--- config.mk ---
export PLATFORM = sky130hd
export DESIGN_NAME = ray_dir_gen_flat
export DESIGN_NICKNAME = d
export VERILOG_FILES = /design/src/rtl/ray_dir_gen_if.sv /design/src/rtl/ray_dir_gen.sv /design/src/flat_wrapper.sv
export SDC_FILE = /design/constraint.sdc
export NUM_CORES = 2
export LEC_CHECK = 0
export BUFFER_PORTS_ARGS = -buffer_cell sky130_fd_sc_hd__buf_2
export CAP_MARGIN = 40
export CORE_MARGIN = 4
export CORE_UTILIZATION = 35
export DETAILED_ROUTE_END_ITERATION = 10
export SYNTH_ARGS = -nofsm -noshare
export SYNTH_HDL_FRONTEND = slang
export SYNTH_SLANG_ARGS = --single-unit
--- constraint.sdc ---
create_clock -name pixel_clk_in -period 8.2 [get_ports pixel_clk_in]
set_clock_uncertainty 0.05 [all_clocks]
set_input_delay 0.82 -clock pixel_clk_in [delete_from_list [all_inputs] [get_ports pixel_clk_in]]
set_output_delay 0.82 -clock pixel_clk_in [all_outputs]
set_load 0.02 [all_outputs]
--- src/rtl/ray_dir_gen_if.sv ---
// Pose input and ray output stream of ray_dir_gen.
// The DUT uses the slave modport; the pose source / ray consumer side uses master.
interface ray_dir_gen_if #(
  parameter int unsigned SCREEN_WIDTH = 320
);
  localparam int unsigned COL_W = $clog2(SCREEN_WIDTH);

  logic             pose_valid_in;
  logic [15:0]      pos_x_in;
  logic [15:0]      pos_y_in;
  logic [15:0]      dir_x_in;
  logic [15:0]      dir_y_in;
  logic [15:0]      plane_x_in;
  logic [15:0]      plane_y_in;
  logic             frame_req_in;

  logic             ray_valid_out;
  logic             ray_ready_in;
  logic [COL_W-1:0] ray_col_out;
  logic [15:0]      ray_dir_x_out;
  logic [15:0]      ray_dir_y_out;
  logic [15:0]      pos_x_out;
  logic [15:0]      pos_y_out;
  logic [7:0]       map_x_out;
  logic [7:0]       map_y_out;
  logic             ray_last_out;
  logic             busy_out;
  logic             frame_done_out;

  modport master (
    output pose_valid_in, pos_x_in, pos_y_in, dir_x_in, dir_y_in,
           plane_x_in, plane_y_in, frame_req_in, ray_ready_in,
    input  ray_valid_out, ray_col_out, ray_dir_x_out, ray_dir_y_out,
           pos_x_out, pos_y_out, map_x_out, map_y_out, ray_last_out,
           busy_out, frame_done_out
  );

  modport slave (
    input  pose_valid_in, pos_x_in, pos_y_in, dir_x_in, dir_y_in,
           plane_x_in, plane_y_in, frame_req_in, ray_ready_in,
    output ray_valid_out, ray_col_out, ray_dir_x_out, ray_dir_y_out,
           pos_x_out, pos_y_out, map_x_out, map_y_out, ray_last_out,
           busy_out, frame_done_out
  );
endinterface

--- src/rtl/ray_dir_gen.sv ---
// Per-frame column sweep: one ray direction (dir + plane*cameraX) per screen column,
// computed from a pose frozen at frame start, through a two-stage stallable pipeline.
module ray_dir_gen #(
  parameter int unsigned SCREEN_WIDTH = 320,
  parameter int unsigned CAM_STEP     = (2 * 65536) / SCREEN_WIDTH
) (
  input  logic          pixel_clk_in,
  input  logic          rst_in,
  ray_dir_gen_if.slave  bus
);
  localparam int unsigned COL_W = $clog2(SCREEN_WIDTH);
  localparam logic [COL_W-1:0] LAST_COL = COL_W'(SCREEN_WIDTH - 1);

  typedef enum logic {IDLE = 1'b0, RUN = 1'b1} state_t;

  state_t state, state_next;
  logic   start, frame_end, en, issue;

  // Shadow pose (latest sample) and working pose (frozen for the frame)
  logic signed [15:0] sh_pos_x, sh_pos_y, sh_dir_x, sh_dir_y, sh_pl_x, sh_pl_y;
  logic signed [15:0] wk_pos_x, wk_pos_y, wk_dir_x, wk_dir_y, wk_pl_x, wk_pl_y;
  logic               pending;

  // Column issue counter and Q8.16 cameraX
  logic [COL_W-1:0]   col;
  logic signed [23:0] cam;
  logic               issue_done;

  // Stage 1
  logic               s1_valid;
  logic [COL_W-1:0]   s1_col;
  logic signed [39:0] px, py;

  // Stage 2 / outputs
  logic               o_valid, o_last, o_done;
  logic [COL_W-1:0]   o_col;
  logic [15:0]        o_dir_x, o_dir_y, o_pos_x, o_pos_y;
  logic [7:0]         o_map_x, o_map_y;

  assign en    = !o_valid || bus.ray_ready_in;
  assign issue = (state == RUN) && !issue_done && en;

  always_ff @(posedge pixel_clk_in) begin
    if (rst_in) state <= IDLE;
    else        state <= state_next;
  end

  always_comb begin
    state_next = state;
    start      = 1'b0;
    frame_end  = 1'b0;
    case (state)
      IDLE: begin
        if (pending || bus.pose_valid_in || bus.frame_req_in) begin
          start      = 1'b1;
          state_next = RUN;
        end
      end
      RUN: begin
        if (o_valid && bus.ray_ready_in && o_last) begin
          frame_end  = 1'b1;
          state_next = IDLE;
        end
      end
      default: state_next = IDLE;
    endcase
  end

  always_ff @(posedge pixel_clk_in) begin
    if (rst_in) begin
      sh_pos_x <= '0; sh_pos_y <= '0; sh_dir_x <= '0;
      sh_dir_y <= '0; sh_pl_x  <= '0; sh_pl_y  <= '0;
      wk_pos_x <= '0; wk_pos_y <= '0; wk_dir_x <= '0;
      wk_dir_y <= '0; wk_pl_x  <= '0; wk_pl_y  <= '0;
      pending    <= 1'b0;
      col        <= '0;
      cam        <= '0;
      issue_done <= 1'b0;
      s1_valid   <= 1'b0;
      s1_col     <= '0;
      px         <= '0;
      py         <= '0;
      o_valid    <= 1'b0;
      o_last     <= 1'b0;
      o_done     <= 1'b0;
      o_col      <= '0;
      o_dir_x    <= '0;
      o_dir_y    <= '0;
      o_pos_x    <= '0;
      o_pos_y    <= '0;
      o_map_x    <= '0;
      o_map_y    <= '0;
    end else begin
      if (bus.pose_valid_in) begin
        sh_pos_x <= bus.pos_x_in;   sh_pos_y <= bus.pos_y_in;
        sh_dir_x <= bus.dir_x_in;   sh_dir_y <= bus.dir_y_in;
        sh_pl_x  <= bus.plane_x_in; sh_pl_y  <= bus.plane_y_in;
      end

      // A pose arriving on the start edge is consumed by that frame
      if (start) begin
        pending <= 1'b0;
        if (bus.pose_valid_in) begin
          wk_pos_x <= bus.pos_x_in;   wk_pos_y <= bus.pos_y_in;
          wk_dir_x <= bus.dir_x_in;   wk_dir_y <= bus.dir_y_in;
          wk_pl_x  <= bus.plane_x_in; wk_pl_y  <= bus.plane_y_in;
        end else begin
          wk_pos_x <= sh_pos_x; wk_pos_y <= sh_pos_y;
          wk_dir_x <= sh_dir_x; wk_dir_y <= sh_dir_y;
          wk_pl_x  <= sh_pl_x;  wk_pl_y  <= sh_pl_y;
        end
        col        <= '0;
        cam        <= 24'hFF_0000;
        issue_done <= 1'b0;
      end else if (bus.pose_valid_in) begin
        pending <= 1'b1;
      end

      if (en) begin
        s1_valid <= issue;
        if (issue) begin
          px     <= 40'(wk_pl_x) * 40'(cam);
          py     <= 40'(wk_pl_y) * 40'(cam);
          s1_col <= col;
          col    <= col + COL_W'(1);
          cam    <= cam + 24'(CAM_STEP);
          if (col == LAST_COL) issue_done <= 1'b1;
        end

        o_valid <= s1_valid;
        o_last  <= s1_valid && (s1_col == LAST_COL);
        if (s1_valid) begin
          o_col   <= s1_col;
          o_dir_x <= wk_dir_x + 16'(px >>> 16);
          o_dir_y <= wk_dir_y + 16'(py >>> 16);
          o_pos_x <= wk_pos_x;
          o_pos_y <= wk_pos_y;
          o_map_x <= wk_pos_x[15:8];
          o_map_y <= wk_pos_y[15:8];
        end
      end

      o_done <= frame_end;
    end
  end

  assign bus.ray_valid_out  = o_valid;
  assign bus.ray_col_out    = o_col;
  assign bus.ray_dir_x_out  = o_dir_x;
  assign bus.ray_dir_y_out  = o_dir_y;
  assign bus.pos_x_out      = o_pos_x;
  assign bus.pos_y_out      = o_pos_y;
  assign bus.map_x_out      = o_map_x;
  assign bus.map_y_out      = o_map_y;
  assign bus.ray_last_out   = o_last;
  assign bus.busy_out       = (state == RUN);
  assign bus.frame_done_out = o_done;
endmodule

--- src/flat_wrapper.sv ---
// flat-port wrapper written by rule: the top's interface ports become plain ports
module ray_dir_gen_flat 
#(
  parameter int unsigned SCREEN_WIDTH = 320,
  parameter int unsigned CAM_STEP     = (2 * 65536) / SCREEN_WIDTH
)
  (pixel_clk_in, rst_in, bus_pose_valid_in, bus_pos_x_in, bus_pos_y_in, bus_dir_x_in, bus_dir_y_in, bus_plane_x_in, bus_plane_y_in, bus_frame_req_in, bus_ray_ready_in, bus_ray_valid_out, bus_ray_col_out, bus_ray_dir_x_out, bus_ray_dir_y_out, bus_pos_x_out, bus_pos_y_out, bus_map_x_out, bus_map_y_out, bus_ray_last_out, bus_busy_out, bus_frame_done_out);
  ray_dir_gen_if #(.SCREEN_WIDTH(SCREEN_WIDTH)) bus_i ();
  input  logic pixel_clk_in;
  input  logic rst_in;
  input wire logic [$bits(bus_i.pose_valid_in)-1:0] bus_pose_valid_in;
  input wire logic [$bits(bus_i.pos_x_in)-1:0] bus_pos_x_in;
  input wire logic [$bits(bus_i.pos_y_in)-1:0] bus_pos_y_in;
  input wire logic [$bits(bus_i.dir_x_in)-1:0] bus_dir_x_in;
  input wire logic [$bits(bus_i.dir_y_in)-1:0] bus_dir_y_in;
  input wire logic [$bits(bus_i.plane_x_in)-1:0] bus_plane_x_in;
  input wire logic [$bits(bus_i.plane_y_in)-1:0] bus_plane_y_in;
  input wire logic [$bits(bus_i.frame_req_in)-1:0] bus_frame_req_in;
  input wire logic [$bits(bus_i.ray_ready_in)-1:0] bus_ray_ready_in;
  output wire logic [$bits(bus_i.ray_valid_out)-1:0] bus_ray_valid_out;
  output wire logic [$bits(bus_i.ray_col_out)-1:0] bus_ray_col_out;
  output wire logic [$bits(bus_i.ray_dir_x_out)-1:0] bus_ray_dir_x_out;
  output wire logic [$bits(bus_i.ray_dir_y_out)-1:0] bus_ray_dir_y_out;
  output wire logic [$bits(bus_i.pos_x_out)-1:0] bus_pos_x_out;
  output wire logic [$bits(bus_i.pos_y_out)-1:0] bus_pos_y_out;
  output wire logic [$bits(bus_i.map_x_out)-1:0] bus_map_x_out;
  output wire logic [$bits(bus_i.map_y_out)-1:0] bus_map_y_out;
  output wire logic [$bits(bus_i.ray_last_out)-1:0] bus_ray_last_out;
  output wire logic [$bits(bus_i.busy_out)-1:0] bus_busy_out;
  output wire logic [$bits(bus_i.frame_done_out)-1:0] bus_frame_done_out;
  assign bus_i.pose_valid_in = bus_pose_valid_in;
  assign bus_i.pos_x_in = bus_pos_x_in;
  assign bus_i.pos_y_in = bus_pos_y_in;
  assign bus_i.dir_x_in = bus_dir_x_in;
  assign bus_i.dir_y_in = bus_dir_y_in;
  assign bus_i.plane_x_in = bus_plane_x_in;
  assign bus_i.plane_y_in = bus_plane_y_in;
  assign bus_i.frame_req_in = bus_frame_req_in;
  assign bus_i.ray_ready_in = bus_ray_ready_in;
  assign bus_ray_valid_out = bus_i.ray_valid_out;
  assign bus_ray_col_out = bus_i.ray_col_out;
  assign bus_ray_dir_x_out = bus_i.ray_dir_x_out;
  assign bus_ray_dir_y_out = bus_i.ray_dir_y_out;
  assign bus_pos_x_out = bus_i.pos_x_out;
  assign bus_pos_y_out = bus_i.pos_y_out;
  assign bus_map_x_out = bus_i.map_x_out;
  assign bus_map_y_out = bus_i.map_y_out;
  assign bus_ray_last_out = bus_i.ray_last_out;
  assign bus_busy_out = bus_i.busy_out;
  assign bus_frame_done_out = bus_i.frame_done_out;
  ray_dir_gen #(.SCREEN_WIDTH(SCREEN_WIDTH), .CAM_STEP(CAM_STEP)) u_core (.pixel_clk_in(pixel_clk_in), .rst_in(rst_in), .bus(bus_i));
endmodule
# --- After elaboration in Yosys (flattened, before gate mapping) ---
# Index checks and enable logic that the tools add are counted.
word_totals:
  regBits: 394
  elab_cells: 75
  output_inout_bits: 93
classes:
  n_eq_ne: 2
  mux: 21
  bitwise_logic: 1
  n_mul: 2
  add_sub_neg: 4
  reduce_logical: 14
ops:
  columns: ["operator", "count"]
  rows:
  - ["16-bit two-way mux", 6]
  - ["24-bit two-way mux", 3]
  - ["16-bit by 24-bit multiplier with 32-bit output", 2]
  - ["16-bit adder", 2]
  - ["9-bit two-way mux", 3]
  - ["24-bit by 9-bit adder with 24-bit output, second input constant", 1]
  - ["9-bit equality test, second input constant", 2]
  - ["9-bit by 1-bit adder with 9-bit output, second input constant", 1]
  - ["1-bit two-way mux", 8]
  - ["1-bit logical AND", 5]
  - ["2-bit AND reduction", 2]
  - ["2-bit OR reduction", 2]
  - ["1-bit logical OR", 3]
  - ["1-bit logical NOT", 2]
  - ["1-bit one-hot mux with 2 select lines", 1]
  - ["1-bit NOT", 1]

# --- Logic depth before layout (Yosys ltp) ---
logic_depth:
  ltp_word: 8
  mapped_depth: 24

# --- Worst setup path before layout ---
# OpenSTA, ideal clock, no wires.
synth_path:
  kind: "reg-to-reg"
  from: "reg u_core.cam[7]"
  to: "reg u_core.py[25]"
  required_ns: 8.028
  setup_time_ns: 0.122
  path_buffers: 2
  arrival_time_ns: 6.052
  path_slack_ns: 1.976
  path_stages_with_launch: 24
  cell_sequence: "dfxtp_1 -> clkbuf_1 -> clkbuf_1 -> nand2_1 -> fa_1 -> inv_1 -> fa_1 -> inv_1 -> fa_1 -> inv_1 -> fa_1 -> fa_1 -> inv_1 -> fa_1 -> inv_1 -> ha_1 -> a211oi_1 -> nand2_1 -> o31ai_1 -> nor4_1 -> o2111ai_1 -> a21oi_1 -> o21a_1 -> a311o_1"
synth_via:
  elab_chain_cells: 1
synth_lines:
  columns: ["item", "line", "source"]
  rows:
  - ["from (decl)", "ray_dir_gen.sv:26", "logic signed [23:0] cam;"]
  - ["from (signal assigned)", "ray_dir_gen.sv:126", "cam <= cam + 24'(CAM_STEP);"]
  - ["16-bit by 24-bit multiplier with 32-bit output", "ray_dir_gen.sv:123", "py <= 40'(wk_pl_y) * 40'(cam);"]
  - ["to (signal assigned)", "ray_dir_gen.sv:123", null]
  - ["to (decl)", "ray_dir_gen.sv:32", "logic signed [39:0] px, py;"]
# Every way passes these cells.
# A chain may end at the register's enable or synchronous reset.

# --- Worst setup path in the final report ---
layout_path:
  from: "reg u_core.cam[12]"
  to: "reg u_core.px[19]"
layout_via:
  elab_chain_cells: 1
layout_lines:
  columns: ["item", "line", "source"]
  rows:
  - ["16-bit by 24-bit multiplier with 32-bit output", "ray_dir_gen.sv:122", "px <= 40'(wk_pl_x) * 40'(cam);"]
  - ["to (signal assigned)", "ray_dir_gen.sv:122", null]
  - ["to (decl)", "ray_dir_gen.sv:32", null]
# Every way passes these cells.

==> run metrics <==
Synth top area share 33.2%; peak supply drop 0.161 mV; via-per-instance ratio 4.82; area grow syn2layout 10.3%; CP max stage delay 0.89 ns; setup_tns 0 ns; Top Family by Delay on Critical Path adder cells; # IOs 194; critical path's most frequent cell fa_1; clock power share 28.1%; critical path arrival 7.36 ns; Setup Viol. Count Final 0; WL per Instance 16.4 um; drc violations 0; Num CTS Buffers 37; NetSw 2.48 mW; Sequential Power Share 31.2%; worst reg2reg setup slack 1.25 ns; Avg Cell Area, Syn 8.77 sq um; pwr dens 161 nW/um^2; CP max FO 20; Synth area leaders fa_1, dfxtp_1, inv_1, ha_1, nand2_1; register area share after synthesis 19.2%; 1st-iter DRT viols 1377; syn_nets 5011; gr ovfl total 0; worst reg2reg path endpoint u_core.px[19]$_SDFFE_PP0P_; final std cells w/o fill 5550; Routed Wire Length 91.2 mm; cell taking the most area after synthesis fa_1; Least-Margin Pin Slew 0.915 ns; global-route wire length before repair 150 mm; die area 108000 sq um; Reg clk slew, reported paths 0.08 ns; outcome finished clean; Die W 329 um; part of the power in combinational logic 40.7%; Hold WS 0.399 ns; unrepaired setup endpoints after global routing false; Crit path buffers/inverters 4; Top FF cell, synth dfxtp_1; Setup WS pre-CTS 1.30 ns; Detail Route Antenna Nets 0; maximum clock frequency 144 MHz; row count 117; register bit total from synthesis 346; clock latency on the worst-skew pair 0.56 ns; number of global-route vias before repair 27748; share of flip-flops with an asynchronous set or reset 0%; largest net degree at the start of global routing 152; Worst Hold Class reg2reg; worst-case clock buffer depth 3; crit end category flip-flop; I/O Buffers 193; drt first pass iters 5; Slew Limit Headroom 38.9%; cts hold-fix bufs 0; synthesized instance count 4108; RR Startpoint u_core.cam[12]$_SDFF_PP0_; P_int 3.90 mW; crit path cell chain buf_4, nand2_1, fa_1, fa_1, fa_1, inv_1, fa_1, fa_1, inv_1, fa_1, inv_1, ha_1, a21o_1, a21o_1, a221oi_2, a21boi_1, o21ai_1, a21boi_0, or3_1, a32o_1; Worst Hold Path EP u_core.bus.pos_x_out[1]$_SDFFE_PP0P_; GRT Overall Usage 17.3%; via count 26726; fin crit share 84.8%; Synth Cell Area 36000 sq um; Worst path slowest cell dfxtp_1; layout cells sized above 1 8.24%; synth warn 0; beginning of the worst hold path u_core.wk_pos_x[1]$_SDFFE_PP0P_; Post-synth EDFFs 0; Die Ht 329 um; Total Power 6.38 mW; Initial Util 35.3%; gpl congestion 0.840; P_leak 18.9 nW; Slew Viols, Final 0; htree depth 2; Final #Nets 5056; post-CTS sizing 0; Core Area 102000 sq um; DP Cell Count 5481; endpoints failing hold 0; switching fraction of total power 38.8%; Synth cell types 66; setup ws final 1.25 ns; total setup buffers inserted after CTS 0; clock tree sinks 346; CTS tree built; hold depth 2; Final min period 6.95 ns; R2R cell count 20; Clock Root Buffer clkbuf_16; initial antenna violation count 10; Max Cap Viol 0; Startpoint Class flip-flop; CP Data Required Time 8.61 ns; detailed placement HPWL 70.7 mm; Crit Path Class reg2reg
==> layer usage <==
metal	track usage [%]	vias to the layer above	wire (um)	share of wire [%]
met1	22.5	13339	38700	42
met4	4.79	10	2670	2.9
met5	0	-	63	0.069
li1	-	12609	-	-
met2	29.5	640	44100	48
met3	2.97	128	5590	6.1
==> state kept, by name, indices dropped and copies added, names as in the netlist, 9 cells and up <==
| signal | count |
|---|---|
| u_core.sh_pos_y | 16 |
| u_core.wk_dir_x | 16 |
| u_core.sh_pl_x | 16 |
| u_core.sh_pl_y | 16 |
| u_core.bus.ray_dir_x_out | 16 |
| u_core.col | 9 |
| u_core.s1_col | 9 |
| u_core.wk_pl_x | 16 |
| u_core.wk_dir_y | 16 |
| u_core.sh_dir_x | 16 |
| u_core.bus.ray_col_out | 9 |
| u_core.wk_pl_y | 16 |
| u_core.cam | 24 |
| u_core.bus.ray_dir_y_out | 16 |
| u_core.sh_dir_y | 16 |
| u_core.px | 16 |
| u_core.wk_pos_y | 16 |
| u_core.py | 16 |
| u_core.sh_pos_x | 16 |
| u_core.wk_pos_x | 16 |
==> cell usage in the layout, fill, tap and decap left out, types with 7 or more instances in the layout <==
cell | netlist | layout
a211oi_1 | 115 | 115
a21o_1 | 32 | 32
a21oi_1 | 126 | 126
a311oi_1 | 10 | 10
a31oi_1 | 9 | 9
and2_1 | 303 | 302
and3_1 | 13 | 13
buf_2 | 3 | 191
buf_4 | 16 | 58
buf_8 | 0 | 17
clkbuf_1 | 220 | 7
clkbuf_16 | 0 | 37
dfxtp_1 | 346 | 346
fa_1 | 598 | 598
ha_1 | 204 | 204
inv_1 | 759 | 759
mux2i_1 | 102 | 102
nand2_1 | 589 | 588
nand2b_1 | 13 | 13
nand3_1 | 40 | 40
nand4_1 | 17 | 17
nor2_1 | 294 | 292
nor2b_1 | 8 | 8
nor3_1 | 28 | 28
o21a_1 | 10 | 10
o21ai_0 | 42 | 42
or3_1 | 12 | 12
xnor2_1 | 58 | 58
xor2_1 | 31 | 31
==> area by class of cell <==
type / instances / area, sq um
multi-input combinational: 2737 / 25200
tap: 1368 / 1710
sequential: 346 / 6930
clock inverter: 17 / 284
inverter: 760 / 2850
timing repair buffer: 271 / 1760
fill: 10453 / 62300
clock buffer: 46 / 980
antenna: 5 / 12.5
==> synth_stat cells (26+ instances only) <==
master,count
xor2_1,31
ha_1,204
a211oi_1,115
mux2i_1,102
a21o_1,32
fa_1,598
dfxtp_1,346
clkbuf_1,220
a21oi_1,126
o21ai_0,42
xnor2_1,58
nand2_1,589
and2_1,303
nand3_1,40
buf_1,26
nor3_1,28
inv_1,759
nor2_1,294
==> kinds of logic (layout without fill, tap and decap cells) <==
family | after synthesis | count (layout) | share of synthesized area (%)
compound gates | 395 | 395 | 7.35
xor+xnor | 90 | 90 | 2.23
fa+ha+maj | 802 | 802 | 40.3
buf+inv | 1025 | 1094 | 10.9
flops | 346 | 346 | 19.2
mux | 102 | 102 | 2.83
other cells | 0 | 5 | 0
simple gates | 1348 | 1348 | 17.2
==> stage by stage <==
step	instance area [sq um]	util (%)
3_5_place_dp	38400	37.7
3_3_place_gp	38100	37.4
4_1_cts	39700	38.9
2_1_floorplan	36000	-
5_1_grt	39700	38.9
6_report	39700	38.9
==> how the worst max path moves through the flow <==
stage	depth (start not counted)	startpoint	slack (ns)	end
2_1_floorplan	23	u_core.cam[7]$_SDFF_PP0_	1.98	u_core.py[25]$_SDFFE_PP0P_
3_3_place_gp	21	u_core.cam[5]$_SDFF_PP0_	1.39	u_core.px[19]$_SDFFE_PP0P_
5_1_grt	21	u_core.cam[5]$_SDFF_PP0_	0.91	u_core.px[19]$_SDFFE_PP0P_
3_5_place_dp	20	u_core.cam[12]$_SDFF_PP0_	1.30	u_core.px[19]$_SDFFE_PP0P_
4_1_cts	20	u_core.cam[12]$_SDFF_PP0_	1.28	u_core.px[19]$_SDFFE_PP0P_
6_report	20	u_core.cam[12]$_SDFF_PP0_	1.25	u_core.px[19]$_SDFFE_PP0P_
==> tightest hold or removal path, stage by stage, from the launching register on <==
cell     delay [ns]
dfxtp_1        0.31
nand2_1        0.05
a21oi_1        0.05
==> power groups by stage <==
stage	Clock (mW)	Sequential [mW]	Combinational, mW
after floorplan	0	1.96	1.91
final	1.79	1.99	2.59
after detailed placement	0	2.03	2.60
after global routing	1.91	2.01	2.97
after global placement	0	2.07	2.49
after CTS	1.85	1.99	2.62
Note: power is estimated with default switching activity, not from simulation.
